===== config.mk =====
export PLATFORM = sky130hd
export DESIGN_NAME = memory_round_ctrl
export DESIGN_NICKNAME = d
export VERILOG_FILES = /design/src/rtl/memory_round_ctrl.sv
export SDC_FILE = /design/constraint.sdc
export NUM_CORES = 1
export LEC_CHECK = 0
export ABC_CLOCK_PERIOD_IN_PS = 1700
export CAP_MARGIN = 20
export CORE_UTILIZATION = 25
export CTS_CLUSTER_SIZE = 30
export DETAILED_ROUTE_END_ITERATION = 7
export GPL_ROUTABILITY_DRIVEN = 0
export GPL_TIMING_DRIVEN = 1
export MAX_ROUTING_LAYER = met4
export PLACE_DENSITY = 0.44
export SLEW_MARGIN = 30
export SYNTH_ARGS = -nofsm -noshare
export SYNTH_HDL_FRONTEND = slang
export SYNTH_SLANG_ARGS = --single-unit

===== constraint.sdc =====
create_clock -name clock -period 1.7 [get_ports clock]
set_input_delay 0.34 -clock clock [delete_from_list [all_inputs] [get_ports clock]]
set_output_delay 0.34 -clock clock [all_outputs]
set_load 0.02 [all_outputs]

===== src/rtl/memory_round_ctrl.sv =====
// Memory-game round controller: shows an LFSR pattern for one timer interval,
// opens a timed recall window, judges the guess and tracks score, lives and
// difficulty. The difficulty is fed back to the countdown timer as its reload.
module memory_round_ctrl #(
    parameter int unsigned RECONFIG_INIT = 12,
    parameter int unsigned RECONFIG_MIN  = 2,
    parameter int unsigned RECONFIG_STEP = 2,
    parameter int unsigned MAX_LIVES     = 3,
    parameter logic [7:0]  LFSR_SEED     = 8'hA5
) (
    input  logic       clock,
    input  logic       rst,
    input  logic       start,
    input  logic [3:0] guess,
    input  logic       guess_valid,
    input  logic       time_out,
    output logic       time_in,
    output logic [3:0] reconfig,
    output logic [3:0] pattern_out,
    output logic       show,
    output logic [7:0] score,
    output logic [1:0] lives,
    output logic       result_ok,
    output logic       result_fail,
    output logic       game_over
);

    localparam logic [3:0] ReconfigInit = 4'(RECONFIG_INIT);
    localparam logic [3:0] ReconfigMin  = 4'(RECONFIG_MIN);
    localparam logic [3:0] ReconfigStep = 4'(RECONFIG_STEP);
    localparam logic [1:0] LivesInit    = 2'(MAX_LIVES);
    // Smallest reload that can still be stepped down without going below the floor.
    localparam logic [4:0] StepFloor    = 5'(RECONFIG_MIN + RECONFIG_STEP);

    typedef enum logic [2:0] {
        StIdle,
        StArmShow,
        StShow,
        StArmRecall,
        StRecall,
        StJudge,
        StOver
    } state_e;

    state_e     state;
    logic [7:0] lfsr;
    logic       hit;

    logic [7:0] lfsr_next;
    logic [3:0] reconfig_fast;
    logic [7:0] score_inc;
    logic       guess_match;

    // Next-value helpers: LFSR step, sped-up reload and saturating score.
    always_comb begin
        lfsr_next   = {lfsr[6:0], lfsr[7] ^ lfsr[5] ^ lfsr[4] ^ lfsr[3]};
        guess_match = (guess == pattern_out);
        if ({1'b0, reconfig} >= StepFloor) begin
            reconfig_fast = reconfig - ReconfigStep;
        end else begin
            reconfig_fast = ReconfigMin;
        end
        if (score == 8'hFF) begin
            score_inc = score;
        end else begin
            score_inc = score + 8'd1;
        end
    end

    // Round FSM; every output is a register updated on the edge entering its state.
    always_ff @(posedge clock) begin
        if (rst) begin
            state       <= StIdle;
            lfsr        <= LFSR_SEED;
            hit         <= 1'b0;
            time_in     <= 1'b0;
            show        <= 1'b0;
            pattern_out <= 4'd0;
            score       <= 8'd0;
            lives       <= LivesInit;
            reconfig    <= ReconfigInit;
            result_ok   <= 1'b0;
            result_fail <= 1'b0;
            game_over   <= 1'b0;
        end else begin
            lfsr        <= lfsr_next;
            time_in     <= 1'b0;
            result_ok   <= 1'b0;
            result_fail <= 1'b0;

            unique case (state)
                StIdle: begin
                    if (start) begin
                        state       <= StArmShow;
                        pattern_out <= lfsr[3:0];
                        time_in     <= 1'b1;
                        show        <= 1'b1;
                    end
                end

                StArmShow: begin
                    state <= StShow;
                end

                StShow: begin
                    if (time_out) begin
                        state   <= StArmRecall;
                        show    <= 1'b0;
                        time_in <= 1'b1;
                    end
                end

                StArmRecall: begin
                    state <= StRecall;
                end

                StRecall: begin
                    // A guess in the same cycle as the timeout takes priority.
                    if (guess_valid) begin
                        state       <= StJudge;
                        hit         <= guess_match;
                        result_ok   <= guess_match;
                        result_fail <= !guess_match;
                    end else if (time_out) begin
                        state       <= StJudge;
                        hit         <= 1'b0;
                        result_fail <= 1'b1;
                    end
                end

                StJudge: begin
                    if (hit) begin
                        score       <= score_inc;
                        reconfig    <= reconfig_fast;
                        state       <= StArmShow;
                        pattern_out <= lfsr[3:0];
                        time_in     <= 1'b1;
                        show        <= 1'b1;
                    end else begin
                        lives <= lives - 2'd1;
                        if (lives == 2'd1) begin
                            state     <= StOver;
                            game_over <= 1'b1;
                        end else begin
                            state       <= StArmShow;
                            pattern_out <= lfsr[3:0];
                            time_in     <= 1'b1;
                            show        <= 1'b1;
                        end
                    end
                end

                StOver: begin
                    if (start) begin
                        score       <= 8'd0;
                        lives       <= LivesInit;
                        reconfig    <= ReconfigInit;
                        game_over   <= 1'b0;
                        state       <= StArmShow;
                        pattern_out <= lfsr[3:0];
                        time_in     <= 1'b1;
                        show        <= 1'b1;
                    end
                end

                default: begin
                    state <= StIdle;
                end
            endcase
        end
    end

endmodule

== Word level (Yosys, flattened, before mapping) ==
Index checks and enable logic that the tools add are counted.
Widths: inputs -> output; s select.

* Muxes and demuxes: 38
* Reduce and logical (&&, ||, !) cells: 17
* Bitwise gates (word level): 5
* Add/subtract/negate cells: 3
* Shift-type cells: 0
* Multipliers: 0
* Div/mod/pow operators: 0
* Equality and inequality tests: 18
* Order comparisons: 1

{| class="wikitable"
|+ Operator list
! cell !! count
|-
| $mux 4 || 6
|-
| $mux 8 || 3
|-
| $mux 3 || 6
|-
| $pmux 3 s6 || 1
|-
| $pmux 4 s2 || 2
|-
| $pmux 8 s2 || 1
|-
| $mux 1 || 13
|-
| $ne 2x2->1 const B || 6
|-
| $reduce_and 3->1 || 4
|-
| $reduce_and 4->1 || 3
|-
| $eq 3x3->1 const B || 3
|-
| $add 8x1->8 const B || 1
|-
| $eq 8x8->1 const B || 1
|-
| $eq 3x2->1 const B || 2
|-
| $ne 3x3->1 const B || 2
|-
| $pmux 1 s3 || 2
|-
| $reduce_bool 2->1 || 3
|-
| $eq 4x4->1 || 1
|-
| $ge 4x3->1 const B || 1
|-
| $mux 2 || 2
|-
| $pmux 2 s2 || 1
|-
| $reduce_or 2->1 || 2
|-
| $sub 4x2->4 const B || 1
|-
| $eq 3x1->1 const B || 1
|-
| other kinds (11) || 14
|}

* Latch bits: 0
* RAM bits: 0
* Logic and storage cells: 94
* Memory bits (read-only): 0
* Memories kept: 0
* Input port bits: 9
* Register bits after elaboration: 35

== Longest topological paths before layout ==
Gate-level depths: netlist of run 1.

* Word-level depth: 4
* Depth in mapped cells: 6

== Worst setup path before layout of run 1 ==
No wires, ideal clock.

* Path kind: register to register
* Start point: reg score[0]
* End point: reg score[2]
* Setup slack: -0.001 ns
* Stages on the path, launching flop included: 6
* Required time: 1.568 ns
* Path buffers: 0
* Arrival time: 1.568 ns
* Cell sequence: dfxtp_1 ha_1 nand3_2 or4_4 nand4b_1 a21oi_1

* Word-level cells in the longest chain between the ends: 4
* Elaborated cells between the ends (all ways): 7

{| class="wikitable"
|+ RTL lines
! element !! RTL line !! text
|-
| start, declared || 21 || <nowiki>output logic [7:0] score,</nowiki>
|-
| start signal, assigned || 133 || <nowiki>score <= score_inc;</nowiki>
|-
| $add 8x1->8 || 66 || <nowiki>score_inc = score + 8'd1;</nowiki>
|-
| $mux 8 || 63 || <nowiki>if (score == 8'hFF) begin</nowiki>
|-
| $mux 8 || 132 || <nowiki>if (hit) begin</nowiki>
|-
| $pmux 8 s2 || 91 || <nowiki>unique case (state)</nowiki>
|}

Parallel ways exist; a longest one is shown, timed or not. The select of a mux whose other input is x is not followed.
A chain may end at the register's enable or synchronous reset.

== Worst setup path in the final report of run 1 ==
* Start point: reg pattern_out[1]
* End point: out pattern_out[1]

{| class="wikitable"
|+ RTL lines
! element !! RTL line !! text
|-
| start, declared || 19 || <nowiki>output logic [3:0] pattern_out,</nowiki>
|-
| start signal, assigned || 95 || <nowiki>pattern_out <= lfsr[3:0];</nowiki>
|-
| start signal, assigned || 136 || <nowiki>pattern_out <= lfsr[3:0];</nowiki>
|-
| start signal, assigned || 146 || <nowiki>pattern_out <= lfsr[3:0];</nowiki>
|}

No word-level cell between the ends.

==> key figures, run 1 <==
Placed design
  – HPWL Detailed: 3170 um
  – DP Cell Count: 304
  – IO Port Bufs: 30

Run status
  – Status: complete, but fails checks
  – Failing checks: design-rule violations

Timing
  – Fin crit share: 0.965
  – Final critical-path required period: 1.64 ns
  – RSZ-0062 raised after global routing: false
  – Final Hold Fails: 0
  – Final Skew: 0.0147 ns
  – Setup violators final: 0
  – Count of final max-slew check failures: 0
  – FMAX: 609 MHz

Critical path
  – Startpoint types: flip-flop
  – CP cell instances: clkdlybuf4s50_1
  – CP endpoint kind: primary output
  – Max stage delay cell, worst path: clkdlybuf4s50_1
  – Critical Path AT: 1.30 ns
  – CP top delay family: buffers and inverters
  – CP max stage delay: 0.62 ns
  – WP buf/inv: 1
  – Crit path kind: reg -> out
  – CP required: 1.36 ns
  – Crit-path max FO: 3

Drt
  – DR vias: 1520
  – Post-route ant nets: 0
  – First DRT Iteration DRCs: 68
  – Post-Route WL: 4270 um
  – 1st-pass router iterations: 6
  – DRC Markers: 2
  – Via/cell ratio: 4.87
  – Avg WL per Cell: 13.7 um

Finish
  – Final Util: 0.365
  – Area Growth Syn to Fin: 38.8%
  – Antenna cell count: 0
  – Layout cell share with drive strength beyond 1: 0.230
  – Final std cells w/o fill: 312
  – Nets: 246
  – # fillers: 653

Global routing
  – GRT met2 Usage: 0.189
  – Initial antenna violation count: 0
  – Number of global-route vias before repair: 1447
  – Met1 GRT Util: 0.166
  – Global routing's busiest layer: met2
  – Remaining global-route overflow: 0
  – Total Routing Usage GR: 0.128
  – Wire length of the first global-routing pass: 6950 um
  – Met3 Resource Use GR: 0.0344
  – Largest net degree at the start of global routing: 13

Floorplan
  – # IOs: 32
  – Site row count: 29
  – Core ar.: 6420 um^2
  – Die area: 7080 um^2
  – Starting Density: 0.263
  – Die X: 84.2 um
  – Die span in y: 84.2 um

Yosys
  – Ys async rst share: 0
  – Syn nets: 193
  – Top cells by area, synth: dfxtp_1 (40%), nand2_1 (3.8%), mux2_2 (3.3%)
  – Synth Warn #: 0
  – Yosys top cell area share: 0.403
  – Top FF cell, synth: dfxtp_1
  – Seq/Total Area, Yosys: 0.403
  – Unique cell type count in the Yosys netlist: 53
  – Mean Syn Cell Area: 9.33 um^2
  – Mapped Cells: 181
  – Synth Register Bits: 34
  – Synth area leader: dfxtp_1
  – Cell Area, Synth: 1690 um^2
  – Post-synth EDFFs: 0

Clock tree
  – Worst-case clock buffer depth: 2
  – Root buffer cell: clkbuf_8
  – H-tree depth: 2
  – Worst-Skew Late Latency: 0.30 ns
  – CTS sink cnt: 34
  – CTS tree: yes
  – Clk slew on worst S/H paths: 0.08 ns
  – CTS Buf Count: 5

Pwr
  – Total power density per cell area: 1100 nW/um^2
  – Worst ir drop on vdd: 438 uV
  – Static Leak: 0.000990 uW
  – Power after layout: 2580 uW

Flow run
  – Total of max-cap violations: 0

Min path
  – HP Class: reg -> reg
## cells by family (layout without fill, tap and decap cells)
| kind of cell | after synthesis | after routing | share of synthesized area |
|---|---|---|---|
| other | 1 | 1 | 0.00222 |
| AND/OR/NAND/NOR | 69 | 69 | 0.236 |
| XOR/XNOR | 7 | 7 | 0.0363 |
| flip-flops | 34 | 34 | 0.403 |
| adder cells (fa/ha/maj) | 3 | 3 | 0.0222 |
| AO/OA/AOI/OAI | 43 | 43 | 0.200 |
| multiplexers | 8 | 8 | 0.0511 |
| buffers and inverters | 16 | 70 | 0.0482 |
## area by class of cell
class,count,area [um^2],share of cell area
Tap cell,77,96.3,0.0411
Inverter,6,22.5,0.00962
Clock inverter,3,45.0,0.0192
Timing Repair Buffer,56,499,0.213
Multi-Input combinational cell,131,927,0.396
Sequential cell,34,683,0.292
Clock buffer,5,68.8,0.0294
## metal layers
layer | up-vias | wire (um)
li1 | 765 | -
met1 | 717 | 2140
met2 | 34 | 1960
met3 | 4 | 145
met4 | 0 | 27
met5 | - | 0
## cells in the final DEF, fill, tap and decap left out, types with 2 or more instances in the layout
cell             Yosys  routed
dfxtp_1             34      32
buf_4                5      26
clkdlybuf4s50_1      0      24
nand2_1             17      17
nor2_1              10      10
a21oi_1             10      10
nor2b_1              8       8
o21ai_0              8       8
inv_1                6       6
xor2_1               5       5
mux2_2               5       5
nand3_1              5       5
nor3_1               5       5
clkbuf_8             0       5
mux2i_1              3       3
a211oi_1             3       3
o31ai_1              3       3
or2_2                3       3
ha_1                 3       3
dlygate4sd2_1        0       3
dlymetal6s2s_1       0       3
xnor2_1              2       2
nand3b_1             2       2
and3_1               2       2
o311ai_0             2       2
o41ai_1              2       2
nand2b_1             2       2
a221oi_1             2       2
nand4b_1             2       2
clkinvlp_4           0       2
dfxtp_2              0       2
## worst register-to-register path, delay by kind of cell, from the launching register on
kind            cells  cell delay (ns)
fa+ha+maj           1             0.20
flops               1             0.36
simple gates        3             0.82
compound gates      1             0.07
## Yosys cell counts, types with 2 or more instances
cell / count
and3_1: 2
ha_1: 3
nor2b_1: 8
nand4b_1: 2
clkbuf_1: 3
a21oi_1: 10
o31ai_1: 3
and3b_1: 2
mux2i_1: 3
nand3_1: 5
nor2_1: 10
or2_2: 3
buf_2: 2
xnor2_1: 2
mux2_2: 5
nor3_1: 5
o311ai_0: 2
a221oi_1: 2
nand3b_1: 2
buf_4: 5
nand2b_1: 2
o21ai_0: 8
dfxtp_1: 34
a211oi_1: 3
o41ai_1: 2
nand2_1: 17
inv_1: 6
xor2_1: 5
## power by group
group	internal [uW]	switching [uW]	total, uW
sequential	890	83.9	974
clock	436	334	771
combinational	432	404	837
## flip-flops by register name, summed over array words and instances (netlist names)
name         flops
game_over        1
time_in          1
result_fail      1
show             1
reconfig         3
score            8
lives            2
lfsr             8
result_ok        1
state            3
hit              1
pattern_out      4
## metrics by stage
step                hold WS, ns  TNS (ns)  area, um^2  setup slack, ns
detailed placement        0.398     -1.29        2220           -0.206
CTS                       0.428         0        2330         0.000571
finish                    0.425         0        2340           0.0592
floorplan                 0.389         0        1690            0.104
global route              0.465         0        2340          0.00138
global placement          0.392     -1.33        2220           -0.183
## timing repair
| item | 4_1_cts | 5_1_grt |
|---|---|---|
| endpoints found under the setup margin | 3 | 4 |
| buffers inserted | 0 | 0 |
| hold buffers | 0 | 0 |
| pin swaps | 0 | 0 |
| resized for setup | 3 | 4 |
## path summary, 6_finish.rpt
kind / startpoint / endpoint / slack, ns / cells after the start
hold reg to reg: lfsr[6] / lfsr[7] / 0.43 / 1
setup reg to reg: score[1] / score[4] / 0.12 / 5
hold / removal: lfsr[6] / lfsr[7] / 0.43 / 1
setup / recovery: pattern_out[1] / pattern_out[1] / 0.06 / 1
Power figures use the tool's default switching activity.
==> run 2: changes to the inputs <==
- CORE_ASPECT_RATIO: default -> 1.75
==> run 2 against run 1 <==
Compared with the run above:
- the flow now finishes without violations
- first-iteration DRC count is 22% lower
- combinational power is 0.7% lower
- fmax is 2.2% lower
- global-route usage is 2.1 points higher
- critical path depth is 1 higher
- die area is 0.18% higher
- count of clock-buffer cells in the layout stayed put
- setup slack worse by 0.037 ns
- largest power group is now clock
==> key figures, run 2 (synthesized netlist as in run 1, its figures left out) <==
Clock tree
  – Post-CTS resize count: 1
  – Worst-case clock buffer depth: 2
  – Post CTS Setup Buffer Count: 0
  – H-tree depth: 2
  – CTS tree: yes
  – CTS sink cnt: 34
  – Worst-Skew Late Latency: 0.28 ns
  – Clk slew on worst S/H paths: 0.06 ns
  – CTS Buf Count: 5
  – Root buffer cell: clkbuf_16
  – Hold Buf Count CTS: 0

Timing
  – Final Hold Fails: 0
  – Setup violators final: 0
  – Final critical-path required period: 1.68 ns
  – Fin crit share: 0.987
  – PnR worst setup slack: 0.0221 ns
  – Final Skew: 0.00547 ns
  – FMAX: 596 MHz
  – Count of final max-slew check failures: 0
  – RSZ-0062 raised after global routing: false

Floorplan
  – Die span in y: 111 um
  – Site row count: 39
  – Core ar.: 6540 um^2
  – Die X: 64.1 um
  – # IOs: 32
  – Starting Density: 0.258
  – Die area: 7100 um^2

Finish
  – Commonest non-fill, non-tap cells in the layout: dfxtp_1 (32), clkdlybuf4s50_1 (27), buf_4 (24), nand2_1 (17)
  – # fillers: 706
  – Storage cell area: 683 um^2
  – Area Growth Syn to Fin: 42.9%
  – Biggest regs: lfsr (8), score (8), pattern_out (4)
  – Final Util: 0.369
  – Antenna cell count: 0
  – Multi-input logic area: 926 um^2
  – Final std cells w/o fill: 315
  – Nets: 244
  – Commonest non-fill, non-tap cell in the layout: dfxtp_1
  – Layout cell share with drive strength beyond 1: 0.219
  – Post-route cell area: 2410 um^2

Pwr
  – Worst ir drop on vdd: 581 uV
  – Total power density per cell area: 1250 nW/um^2
  – Static Leak: 0.000992 uW
  – Power after layout: 3010 uW

Placed design
  – HPWL Detailed: 3570 um
  – IO Port Bufs: 30
  – Placed cell areas: 2210 um^2
  – DP Cell Count: 307
  – Post-Place Worst Slack: -0.176 ns

Critical path
  – Critical Path AT: 1.34 ns
  – CP required: 1.36 ns
  – Crit-path max FO: 3
  – Startpoint types: flip-flop
  – Crit path kind: reg -> out
  – CP endpoint kind: primary output

Min path
  – HP Class: reg -> reg

Global routing
  – GRT met2 Usage: 0.281
  – Number of global-route vias before repair: 1677
  – Met1 GRT Util: 0.135
  – Global routing's busiest layer: met2
  – Met3 Resource Use GR: 0.0298
  – Largest net degree at the start of global routing: 15
  – Wire length of the first global-routing pass: 7850 um
  – Remaining global-route overflow: 0
  – Initial antenna violation count: 0
  – Total Routing Usage GR: 0.149

Drt
  – First DRT Iteration DRCs: 53
  – DRC Markers: 0
  – Post-route ant nets: 0
  – Via/cell ratio: 4.85
  – Avg WL per Cell: 14.6 um
  – DR vias: 1529
  – 1st-pass router iterations: 3
  – Post-Route WL: 4610 um

Run status
  – Status: finished clean

Flow run
  – Total of max-cap violations: 0
run 2: cell types whose count changed in the layout (fill, tap and decap cells not counted), sizes merged, moves of 2 or more:
cell,delta
clkdlybuf4s50,+3
buf,-2
clkinvlp,-2
dlygate4sd2,-2
run 2: through the flow:
| stage | hold WS (ns) | setup TNS (ns) |
|---|---|---|
| 5_1_grt | 0.430 | 0 |
| 6_report | 0.407 | 0 |
| 3_5_place_dp | 0.395 | -1.17 |
| 4_1_cts | 0.409 | 0 |
| 2_1_floorplan | 0.389 | 0 |
| 3_3_place_gp | 0.396 | -1.12 |
run 2: report_power, final:
group | switching, uW | internal [uW]
clock network | 359 | 842
logic | 410 | 421
registers | 82.9 | 891
total | 853 | 2150
run 2: worst max-delay path, stage by stage (launching register included):
cell and delay [ns]:
dfxtp_1 0.34, buf_4 0.13, clkdlybuf4s50_1 0.59
run 2: area by class of cell:
type,count,area share
Clock buffer,5,0.0519
Clock inverter,3,0.0285
Inverter,6,0.00934
Multi-Input combinational cell,131,0.384
Sequential cell,34,0.283
Tap cell,82,0.0425
Timing Repair Buffer,54,0.201
run 2: layer usage:
layer	vias up	wire, um
met4	0	147
met1	731	1690
met5	-	0
met2	35	2650
met3	12	122
li1	751	-
run 2: final timing paths:
| kind | start | end | slack [ns] | depth (start not counted) |
|---|---|---|---|---|
| setup / recovery | lives[0] | lives[0] | 0.02 | 2 |
| hold / removal | lfsr[6] | lfsr[7] | 0.41 | 1 |
| setup reg to reg | state[0] | lives[1] | 0.08 | 5 |
| hold reg to reg | lfsr[6] | lfsr[7] | 0.41 | 1 |
==> run 3: changes to the inputs <==
- HOLD_SLACK_MARGIN: default -> 0.06
==> results of run 3 <==
Final layout, timing and power as in run 2 (identical DEF).
